===== src/rtl/fwd_hazard_scoreboard.sv =====
// -----------------------------------------------------------------------------
// fwd_hazard_scoreboard
//
// Forwarding and load-use hazard unit for the pipelined RISC-V core. It keeps
// a small destination-tag pipeline ({valid, rd, reg_write, mem_read} per stage)
// that advances in lockstep with the datapath.
//   stage 0                : instruction currently in EX
//   stage s (1..NUM_FWD_STAGES): instruction s stages after EX
// From these tags it derives per-port forward selects for the EX-stage source
// operands and a load-use stall for the ID stage. A flush that arrives while
// the pipeline is frozen is remembered and applied on the first moving cycle.
// Load-use stall cycles are counted in a saturating 32-bit counter.
//
// Ports:
//   clk_i              clock
//   reset_i            synchronous active-high reset
//   issue_valid_i      instruction leaving ID into EX this cycle
//   issue_rd_i         its destination register
//   issue_reg_write_i  it writes the register file
//   issue_mem_read_i   it is a load
//   pipe_stall_i       whole pipeline frozen (memory busy)
//   flush_i            kill the instruction entering EX
//   id_src_i           per-port source registers of the instruction in ID
//   id_src_used_i      per-port source valid, ID
//   ex_src_i           per-port source registers of the instruction in EX
//   ex_src_used_i      per-port source valid, EX
//   fwd_sel_o          per port: 0 = regfile, s = forward from stage s
//   load_use_stall_o   hold IF/ID and insert a bubble into EX
//   stall_count_o      saturating count of load-use stall cycles
// -----------------------------------------------------------------------------
module fwd_hazard_scoreboard #(
    parameter int NUM_PORTS      = 3,
    parameter int NUM_FWD_STAGES = 2,
    parameter int LOAD_FWD_STAGE = 2,
    localparam int SEL_W         = $clog2(NUM_FWD_STAGES + 1)
) (
    input  logic                       clk_i,
    input  logic                       reset_i,
    input  logic                       issue_valid_i,
    input  logic [4:0]                 issue_rd_i,
    input  logic                       issue_reg_write_i,
    input  logic                       issue_mem_read_i,
    input  logic                       pipe_stall_i,
    input  logic                       flush_i,
    input  logic [NUM_PORTS*5-1:0]     id_src_i,
    input  logic [NUM_PORTS-1:0]       id_src_used_i,
    input  logic [NUM_PORTS*5-1:0]     ex_src_i,
    input  logic [NUM_PORTS-1:0]       ex_src_used_i,
    output logic [NUM_PORTS*SEL_W-1:0] fwd_sel_o,
    output logic                       load_use_stall_o,
    output logic [31:0]                stall_count_o
);

    // Tag pipeline state, one entry per stage 0..NUM_FWD_STAGES
    logic [NUM_FWD_STAGES:0]       stg_valid_q, stg_valid_d;
    logic [NUM_FWD_STAGES:0][4:0]  stg_rd_q,    stg_rd_d;
    logic [NUM_FWD_STAGES:0]       stg_rw_q,    stg_rw_d;
    logic [NUM_FWD_STAGES:0]       stg_mr_q,    stg_mr_d;
    logic                          pending_flush_q, pending_flush_d;
    logic [31:0]                   stall_count_q, stall_count_d;

    logic [NUM_PORTS*SEL_W-1:0]    fwd_sel_s;
    logic                          load_use_stall_s;

    // A stage produces register r when it is a live writer of r; x0 never matches.
    function automatic logic produces(input logic       valid,
                                      input logic       reg_write,
                                      input logic [4:0] rd,
                                      input logic [4:0] r);
        return valid && reg_write && (rd == r) && (r != 5'd0);
    endfunction

    // Forward select per EX port: scan far-to-near so the nearest producer wins.
    always_comb begin
        fwd_sel_s = '0;
        for (int p = 0; p < NUM_PORTS; p++) begin
            if (ex_src_used_i[p]) begin
                for (int s = NUM_FWD_STAGES; s >= 1; s--) begin
                    if (produces(stg_valid_q[s], stg_rw_q[s], stg_rd_q[s],
                                 ex_src_i[p*5 +: 5])) begin
                        fwd_sel_s[p*SEL_W +: SEL_W] = SEL_W'(s);
                    end else begin
                        fwd_sel_s[p*SEL_W +: SEL_W] = fwd_sel_s[p*SEL_W +: SEL_W];
                    end
                end
            end else begin
                fwd_sel_s[p*SEL_W +: SEL_W] = {SEL_W{1'b0}};
            end
        end
    end

    // Load-use detection: an ID source matches a load that will not yet have
    // reached a load-forwarding stage when the consumer is in EX (stage s+1).
    always_comb begin
        load_use_stall_s = 1'b0;
        for (int p = 0; p < NUM_PORTS; p++) begin
            for (int s = 0; s <= NUM_FWD_STAGES; s++) begin
                if ((s + 1 < LOAD_FWD_STAGE) && id_src_used_i[p] && stg_mr_q[s] &&
                    produces(stg_valid_q[s], stg_rw_q[s], stg_rd_q[s],
                             id_src_i[p*5 +: 5])) begin
                    load_use_stall_s = 1'b1;
                end else begin
                    load_use_stall_s = load_use_stall_s;
                end
            end
        end
    end

    // Next-state: freeze on pipe_stall (remembering any flush), else advance.
    always_comb begin
        stg_valid_d     = stg_valid_q;
        stg_rd_d        = stg_rd_q;
        stg_rw_d        = stg_rw_q;
        stg_mr_d        = stg_mr_q;
        pending_flush_d = pending_flush_q;
        stall_count_d   = stall_count_q;
        if (pipe_stall_i) begin
            pending_flush_d = pending_flush_q | flush_i;
        end else begin
            for (int s = 1; s <= NUM_FWD_STAGES; s++) begin
                stg_valid_d[s] = stg_valid_q[s-1];
                stg_rd_d[s]    = stg_rd_q[s-1];
                stg_rw_d[s]    = stg_rw_q[s-1];
                stg_mr_d[s]    = stg_mr_q[s-1];
            end
            if (!issue_valid_i || flush_i || pending_flush_q || load_use_stall_s) begin
                stg_valid_d[0] = 1'b0;
                stg_rd_d[0]    = 5'd0;
                stg_rw_d[0]    = 1'b0;
                stg_mr_d[0]    = 1'b0;
            end else begin
                stg_valid_d[0] = 1'b1;
                stg_rd_d[0]    = issue_rd_i;
                stg_rw_d[0]    = issue_reg_write_i;
                stg_mr_d[0]    = issue_mem_read_i;
            end
            pending_flush_d = 1'b0;
            if (load_use_stall_s && (stall_count_q != 32'hFFFF_FFFF)) begin
                stall_count_d = stall_count_q + 32'd1;
            end else begin
                stall_count_d = stall_count_q;
            end
        end
    end

    // State registers with synchronous reset that discards all in-flight tags.
    always_ff @(posedge clk_i) begin
        if (reset_i) begin
            stg_valid_q     <= '0;
            stg_rd_q        <= '0;
            stg_rw_q        <= '0;
            stg_mr_q        <= '0;
            pending_flush_q <= 1'b0;
            stall_count_q   <= 32'd0;
        end else begin
            stg_valid_q     <= stg_valid_d;
            stg_rd_q        <= stg_rd_d;
            stg_rw_q        <= stg_rw_d;
            stg_mr_q        <= stg_mr_d;
            pending_flush_q <= pending_flush_d;
            stall_count_q   <= stall_count_d;
        end
    end

    assign fwd_sel_o        = fwd_sel_s;
    assign load_use_stall_o = load_use_stall_s;
    assign stall_count_o    = stall_count_q;

endmodule


===== config.mk =====
export PLATFORM = sky130hd
export DESIGN_NAME = fwd_hazard_scoreboard
export DESIGN_NICKNAME = d
export VERILOG_FILES = /design/src/rtl/fwd_hazard_scoreboard.sv
export SDC_FILE = /design/constraint.sdc
export NUM_CORES = 1
export LEC_CHECK = 0
export ABC_AREA = 1
export BUFFER_PORTS_ARGS = -buffer_cell sky130_fd_sc_hd__clkbuf_2
export CAP_MARGIN = 15
export CELL_PAD_IN_SITES_DETAIL_PLACEMENT = 2
export CELL_PAD_IN_SITES_GLOBAL_PLACEMENT = 2
export CORE_ASPECT_RATIO = 0.8
export CORE_MARGIN = 4
export CORE_UTILIZATION = 28
export DETAILED_ROUTE_END_ITERATION = 12
export PLACE_DENSITY = 0.88
export SLEW_MARGIN = 20
export SYNTH_ARGS = -nofsm -noshare
export SYNTH_HDL_FRONTEND = slang
export SYNTH_SLANG_ARGS = --single-unit

===== constraint.sdc =====
create_clock -name clk_i -period 2.2 [get_ports clk_i]
set_input_delay 0.44 -clock clk_i [delete_from_list [all_inputs] [get_ports clk_i]]
set_output_delay 0.44 -clock clk_i [all_outputs]
set_load 0.05 [all_outputs]

## After elaboration in Yosys (flattened, before gate mapping)

Index checks and enable logic that the tools add are counted.

- Output and inout bits: 39
- Logic and storage cells: 77
- Input port bits: 48
- Register bits: 55

- Add/sub/neg operators: 1
- Mux-type cells: 16
- Eq/ne operators: 10
- Bitwise operators: 2
- Reduce and logical (&&, ||, !) cells: 40

Operator list:

| kind | count |
|---|---|
| 5-bit equality test | 9 |
| 32-bit by 1-bit adder with 32-bit output (second input constant) | 1 |
| 32-bit inequality test (second input constant) | 1 |
| 5-bit nonzero test | 6 |
| 1-bit logical AND | 28 |
| 2-bit 2-to-1 mux | 9 |
| 1-bit 2-to-1 mux | 6 |
| 5-bit 2-to-1 mux | 1 |
| 1-bit logical OR | 3 |
| 2-bit AND reduction | 1 |
| 2-bit OR reduction | 1 |
| 1-bit logical NOT | 1 |
| 1-bit inverter | 1 |
| 1-bit bitwise OR | 1 |

## Depth between registers and ports, before layout

Gate-level depths: netlist (run 1).

- Word-level depth: 9
- Gate-level depth with buffers: 12
- Depth with buffers taken out: 11

## Worst setup path after synthesis (run 1)

OpenSTA, ideal clock, no wires.

- Path kind: input -> output
- Start: input ex_src_i[12]
- End: output fwd_sel_o[4]
- Data arrival time: 1.986 ns
- Buffers on the path: 0
- Slack: -0.226 ns
- Required time: 1.760 ns
- Stages: 4
- Cells stage by stage: xor2_1 -> a221oi_1 -> o2111ai_1 -> nor3_1

- Word-level cells in the longest chain between the ends: 5
- Elaborated cells on any way between the ends: 6
- Those cells by class: eq/ne: 1; mux: 2; reduce/logical: 3

RTL lines:

| item | RTL line | source |
|---|---|---|
| start: declaration | 47 | `input logic [NUM_PORTS*5-1:0] ex_src_i,` |
| 5-bit equality test | 70 | `return valid && reg_write && (rd == r) && (r != 5'd0);` |
| 1-bit logical AND | 70 |  |
| 1-bit logical AND * | 70 |  |
| 2-bit 2-to-1 mux * | 79 | `if (produces(stg_valid_q[s], stg_rw_q[s], stg_rd_q[s],` |
| 2-bit 2-to-1 mux * | 77 | `if (ex_src_used_i[p]) begin` |
| end: declaration | 49 | `output logic [NUM_PORTS*SEL_W-1:0] fwd_sel_o,` |

Mark *: on every way between the ends. The rest lies on a longest branch, timed or not.

## Worst setup path in the final report (run 1)

- Start: register stg_rd_q[7] (netlist name)
- End: output fwd_sel_o[4]

- Word-level cells in the longest chain between the ends: 5

RTL lines:

| item | RTL line | source |
|---|---|---|
| start: declaration | 56 | `logic [NUM_FWD_STAGES:0][4:0] stg_rd_q, stg_rd_d;` |
| start signal: assignment | 157 | `stg_rd_q <= stg_rd_d;` |
| 5-bit equality test | 70 |  |
| 1-bit logical AND (2 in series) | 70 |  |
| 2-bit 2-to-1 mux | 79 |  |
| 2-bit 2-to-1 mux | 77 |  |

Every way passes these cells.

==> impl_metrics.json, run 1 <==
{
  "max_cap_violations": 0,
  "cp_num_buf_inv": 1,
  "ys_seq_elements": 55,
  "syn_area_per_cell_um2": 6.31,
  "max_stage_delay_ns": 0.36,
  "required_ns": 1.76,
  "min_period_over_period_pct": 95.0,
  "yosysUniqueCellTypes": 31,
  "top_level_ports": 87,
  "fin_crit_ns": 2.09,
  "criticalPathCategory": "reg2out",
  "drt_iter0_drc": 199,
  "top_layer_used": "met4",
  "fp.dieArea_um2": 15000,
  "syn_area_um2": 3680,
  "wl_met3_um": 580,
  "clock_latency_ns": 0.31,
  "vias": 4343,
  "cp-start-kind": "register",
  "fmax_mhz": 478,
  "postCtsSetupBuffers": 0,
  "dieWidth_um": 136,
  "fp.dieH_um": 110,
  "grt_usage_pct": 20.8,
  "cts_sinks": 55,
  "critical_path_peak_fanout": 4,
  "syn_to_final_growth_pct": 23.9,
  "yosysWarnings": 0,
  "endpoint_kind": "primary output",
  "clock_path_buffers": 2,
  "synth_nets": 632,
  "path_delay_family": "compound AO/OA/AOI/OAI gates",
  "p_leak_nw": 1.89,
  "synth_cells": 583,
  "io_buffers": 86,
  "p_per_area_nw_per_um2": 468,
  "cp_slowest_cell": "dfxtp_2",
  "finalWirelength_mm": 15.7,
  "grt_max_degree": 37,
  "route.met2.wl_mm": 7.39,
  "avgViaCountPerCell": 5.15,
  "fillCellCount": 1602,
  "hold_path.class": "in2reg",
  "maxSlewHeadroom_pct": 70.2,
  "overflow": 0,
  "tritoncts": "done",
  "ant_nets": 0,
  "wl_per_cell_um": 18.6,
  "grt_pass1_vias": 4785,
  "tightest_slew_ns": 0.447,
  "hold_ws_ns": 0.372,
  "final_nets": 717,
  "cts_buffers": 5,
  "setup_viol_count_final": 0,
  "hpwl_mm": 12.1,
  "antenna_cells": 0,
  "fin_total_pwr_w": 0.00213,
  "initial_core_util_pct": 28.6,
  "gp_congestion": 0.928,
  "dp.cells": 836,
  "htreeDepth": 2,
  "layout-drive-gt1-share_pct": 20.6,
  "clk_pin_slew_ns": 0.08,
  "status": "finished clean",
  "hold_viol": 0,
  "grt_antenna_before_repair": 0,
  "core-area_um2": 12900,
  "clock_skew_ns": 0.0135,
  "crit_chain": "xor2_1, a221oi_1, o2111ai_2, nor3_2, buf_4",
  "stdcell_count": 844,
  "ir_drop_mv": 0.260,
  "grt_pass1_wl_mm": 25.6,
  "wl_met1_mm": 7.61,
  "dr.pass1.iters": 4,
  "ys_seq_area_share_pct": 30.0,
  "cp.arrival_ns": 1.65,
  "row_count": 37,
  "cts_root_buf": "clkbuf_16",
  "drc": 0,
  "slew_viol_final": 0
}
registers in the layout, indices dropped and copies added (netlist names):
register,cells
stg_rw_q,3
stall_count_o,32
stg_mr_q,1
stg_valid_q,3
stg_rd_q,15
pending_flush_q,1
where the power goes:
group,internal [W],switching (W)
combinational,0.0000900,0.000144
sequential,0.00102,0.0000271
clock,0.000436,0.000419
total,0.00154,0.000590
logic make-up (layout without fill, tap and decap cells):
logic type | after synthesis | after routing | share of synthesized area, %
buffers and inverters | 72 | 158 | 8.10
xor gates and xnor gates | 39 | 39 | 9.29
adders and majority gates | 1 | 1 | 0.340
AOI/OAI and AO/OA | 78 | 78 | 11.4
and+or+nand+nor | 338 | 338 | 40.9
DFF | 55 | 55 | 30.0
final cells by class:
cell class | count | area, µm² | area share [%]
multi-input cells | 456 | 2320 | 50.9
clock inverters | 3 | 28.8 | 0.632
clock buffers | 5 | 125 | 2.75
inverters | 51 | 191 | 4.20
repair buffers | 99 | 558 | 12.3
flip-flops and latches | 55 | 1110 | 24.4
well taps | 175 | 219 | 4.81
cell usage after synthesis:
cell type  count  area [µm²]
dfxtp_1       55        1100
nand4_1       37         231
a21oi_1       46         230
o22ai_1        6        37.5
clkbuf_1      13        48.8
nand3b_1      14         105
clkinv_1       1        3.75
buf_2          4        20.0
nand3_1       16        80.1
nor3_1         6        30.0
buf_1          1        3.75
ha_1           1        12.5
o21ai_0       19        95.1
xnor2_1       15         131
buf_6          3        33.8
inv_2          2        7.51
o2111ai_1      4        35.0
nand2_1      173         649
nor2_1        77         289
nor2_4         2        22.5
inv_1         48         180
nor3b_1        2        15.0
o21ai_1        1        5.00
nand2_2        3        18.8
a221oi_1       1        8.76
or2_1          1        6.26
nor2_2         2        12.5
o2bb2ai_1      1        8.76
xor2_1        24         210
nand3_2        3        30.0
nor4_1         2        12.5
repair_timing:
action,in CTS,in global routing
pin swaps,0,1
hold endpoints to repair,0,0
setup endpoints to repair,4,14
gates resized for setup,5,30
gates cloned,0,0
hold buffers,0,0
cell usage in the layout, fill, tap and decap left out, types with 15 or more instances in the layout:
master,count
inv_1,45
nand4_1,37
nand3_1,16
nand2_1,172
a21oi_1,46
xor2_1,24
clkbuf_2,79
dfxtp_1,47
o21ai_0,19
xnor2_1,15
nor2_1,76
stage by stage:
step | area (µm²) | utilization (%) | TNS, ns | setup WS, ns
2_1_floorplan | 3690 | - | 0 | 0.121
5_1_grt | 4550 | 35.4 | -0.00732 | -0.00732
6_report | 4550 | 35.4 | 0 | 0.109
4_1_cts | 4500 | 34.9 | 0 | 0.00575
3_3_place_gp | 4330 | 33.7 | 0 | 0.249
3_5_place_dp | 4330 | 33.7 | 0 | 0.113
layer usage:
metal	track usage, %	up-vias
met5	0	-
met4	4.37	0
met3	2.78	10
met2	33.8	84
met1	29.3	2172
li1	-	2077
path summary, 6_finish.rpt:
path                                       start           endpoint  slack [ns]  depth (start not counted)
worst max-delay path                 stg_rd_q[7]       fwd_sel_o[4]        0.11                          5
worst min-delay path            issue_mem_read_i        stg_mr_q[0]        0.37                          3
worst max register to register  stall_count_o[2]  stall_count_o[13]        0.17                          7
worst min register to register   pending_flush_q    pending_flush_q        0.49                          2
worst min-delay path, stage by stage:
cell and delay (ns):
clkbuf_2 0.08, inv_1 0.04, o21ai_1 0.07
Note: power is estimated with default switching activity, not from simulation.
==> inputs of run 2 (changes only) <==
--- a/config.mk
+++ b/config.mk
@@ -8,2 +8,3 @@
 export ABC_AREA = 1
+export ABC_CLOCK_PERIOD_IN_PS = 2200
 export BUFFER_PORTS_ARGS = -buffer_cell sky130_fd_sc_hd__clkbuf_2
==> constraint.sdc (replaced) <==
create_clock -name clk_i -period 2.2 [get_ports clk_i]
set_input_delay 0.33 -clock clk_i [delete_from_list [all_inputs] [get_ports clk_i]]
set_output_delay 0.33 -clock clk_i [all_outputs]
set_load 0.05 [all_outputs]
==> run 2 against run 1 <==
  * Worst hold slack got worse by 0.12 ns
  * Clock skew shrank 0.0033 ns
  * Setup slack lost 0.042 ns
  * Die area unchanged
  * Clock power increased by 3.2%
  * Power grew 0.81%
  * Final area fell by 0.27%
  * Largest power group unchanged
==> impl_metrics.json, run 2 (synthesized netlist as in run 1, its figures left out) <==
{
  "status": "finished clean",
  "tritoncts": "done",
  "layout-drive-gt1-share_pct": 19.1,
  "maxSlewHeadroom_pct": 68.2,
  "slew_viol_final": 0,
  "fillCellCount": 1640,
  "reg2reg_depth": 11,
  "clock_latency_ns": 0.31,
  "max_cap_violations": 0,
  "cp-start-kind": "register",
  "fin_crit_ns": 2.13,
  "cts_sinks": 55,
  "post-route-util_pct": 35.3,
  "tightest_slew_ns": 0.475,
  "finalWirelength_mm": 16.3,
  "fp.dieH_um": 110,
  "ir_drop_mv": 0.235,
  "critPathLaunch": "stg_rd_q[3]",
  "gp_congestion": 0.885,
  "p_per_area_nw_per_um2": 473,
  "crit_chain": "inv_1, nand2_1, nand2_1, inv_1, nand2_1, nor2_1, nand3_2, nand3_4, buf_6",
  "initial_core_util_pct": 28.6,
  "cts_root_buf": "clkbuf_16",
  "vias": 4431,
  "io_buffers": 86,
  "fmax_mhz": 469,
  "hold_buffers": 0,
  "grt_usage_pct": 20.8,
  "final_nets": 717,
  "clock_skew_ns": 0.0102,
  "layout_commonest_cell": "nand2_1",
  "hpwl_mm": 11.9,
  "core-area_um2": 12900,
  "clk_pin_slew_ns": 0.08,
  "avgViaCountPerCell": 5.25,
  "cts_buffers": 5,
  "wl_per_cell_um": 19.3,
  "hold_viol": 0,
  "dp.cells": 832,
  "cp_common_cell": "nand2_1",
  "largest_register_ffs": 32,
  "fp.dieArea_um2": 15000,
  "grt_antenna_before_repair": 0,
  "p_leak_nw": 1.90,
  "stdcell_count": 844,
  "dr.pass1.iters": 4,
  "endpoint": "load_use_stall_o",
  "antenna_cells": 0,
  "critical_path_peak_fanout": 5,
  "clock_path_buffers": 2,
  "drc": 0,
  "cp.arrival_ns": 1.80,
  "min_period_over_period_pct": 96.9,
  "setup_viol_count_final": 0,
  "fin_total_pwr_w": 0.00215,
  "htreeDepth": 2,
  "post_dp_cell_area_um2": 4310,
  "layout_common_cells": "nand2_1 (173), clkbuf_2 (82), nor2_1 (76), dfxtp_1 (52), inv_1 (48)",
  "required_ns": 1.87,
  "top_level_ports": 87,
  "r2r_setup_slack_ns": 0.13,
  "criticalPathCategory": "reg2out",
  "cp_slowest_cell": "dfxtp_2",
  "drt_iter0_drc": 266,
  "rr_endpoint": "stall_count_o[20]",
  "syn_to_final_growth_pct": 23.5,
  "grt_max_degree": 33,
  "max_stage_delay_ns": 0.40,
  "endpoint_kind": "primary output",
  "overflow": 0,
  "final_area_um2": 4540,
  "row_count": 37,
  "dieWidth_um": 136,
  "r2r-start": "stg_rd_q[3]",
  "grt_pass1_vias": 4772,
  "grt_pass1_wl_mm": 25.5,
  "hold_path.class": "in2reg",
  "ant_nets": 0
}
[run 2: cell count changes in the layout (fill, tap and decap cells not counted), sizes merged]
| cell | delta |
|---|---|
| nand3 | +1 |
| clkinv | -1 |
| clkbuf | +3 |
| buf | -3 |
[run 2: per-layer routing]
metal  up-vias  track usage [%]  wire (µm)
li1       2082                -          -
met2       128             34.7       7790
met5         -                0          0
met3        20             3.05        964
met1      2201             28.7       7330
met4         0             3.36        233
[run 2: cell type report]
| class | count | area [µm²] | share of cell area, % |
|---|---|---|---|
| inverters | 51 | 191 | 4.22 |
| clock inverters | 2 | 20.0 | 0.441 |
| well taps | 175 | 219 | 4.82 |
| flip-flops and latches | 55 | 1100 | 24.3 |
| repair buffers | 98 | 544 | 12.0 |
| clock buffers | 6 | 139 | 3.06 |
| multi-input cells | 457 | 2320 | 51.1 |
[run 2: stage by stage]
stage | setup WS, ns | setup TNS (ns) | hold slack (ns)
final | 0.0674 | 0 | 0.251
after global routing | -0.0257 | -0.0257 | 0.264
after CTS | 0.0387 | 0 | 0.249
after detailed placement | 0.101 | 0 | 0.477
after global placement | 0.218 | 0 | 0.455
after floorplan | 0.0766 | 0 | 0.437
[run 2: how the worst min path moves through the flow]
stage,from,end,depth (start not counted)
6_report,issue_rd_i[2],stg_rd_q[2],3
5_1_grt,issue_rd_i[2],stg_rd_q[2],3
4_1_cts,issue_rd_i[2],stg_rd_q[2],3
3_5_place_dp,stg_valid_q[0],stg_valid_q[1],2
3_3_place_gp,pending_flush_q,pending_flush_q,2
2_1_floorplan,pending_flush_q,pending_flush_q,2
[run 2: critical path, delay by kind of cell, from the launching register on]
kind,cells,cell delay (ns)
simple gates,6,0.72
flops,1,0.40
buf+inv,3,0.36
[run 2: power breakdown]
| part | switching [W] | total [W] | internal (W) |
|---|---|---|---|
| sequential | 0.0000266 | 0.00104 | 0.00101 |
| clock | 0.000417 | 0.000882 | 0.000465 |
| combinational | 0.000137 | 0.000227 | 0.0000895 |
| total | 0.000581 | 0.00215 | 0.00157 |
[run 2: timing repair]
item,4_1_cts,5_1_grt
cloned,0,1
pin swaps,0,1
resized for setup,4,14
buffers inserted,0,3
endpoints found under the setup margin,2,6
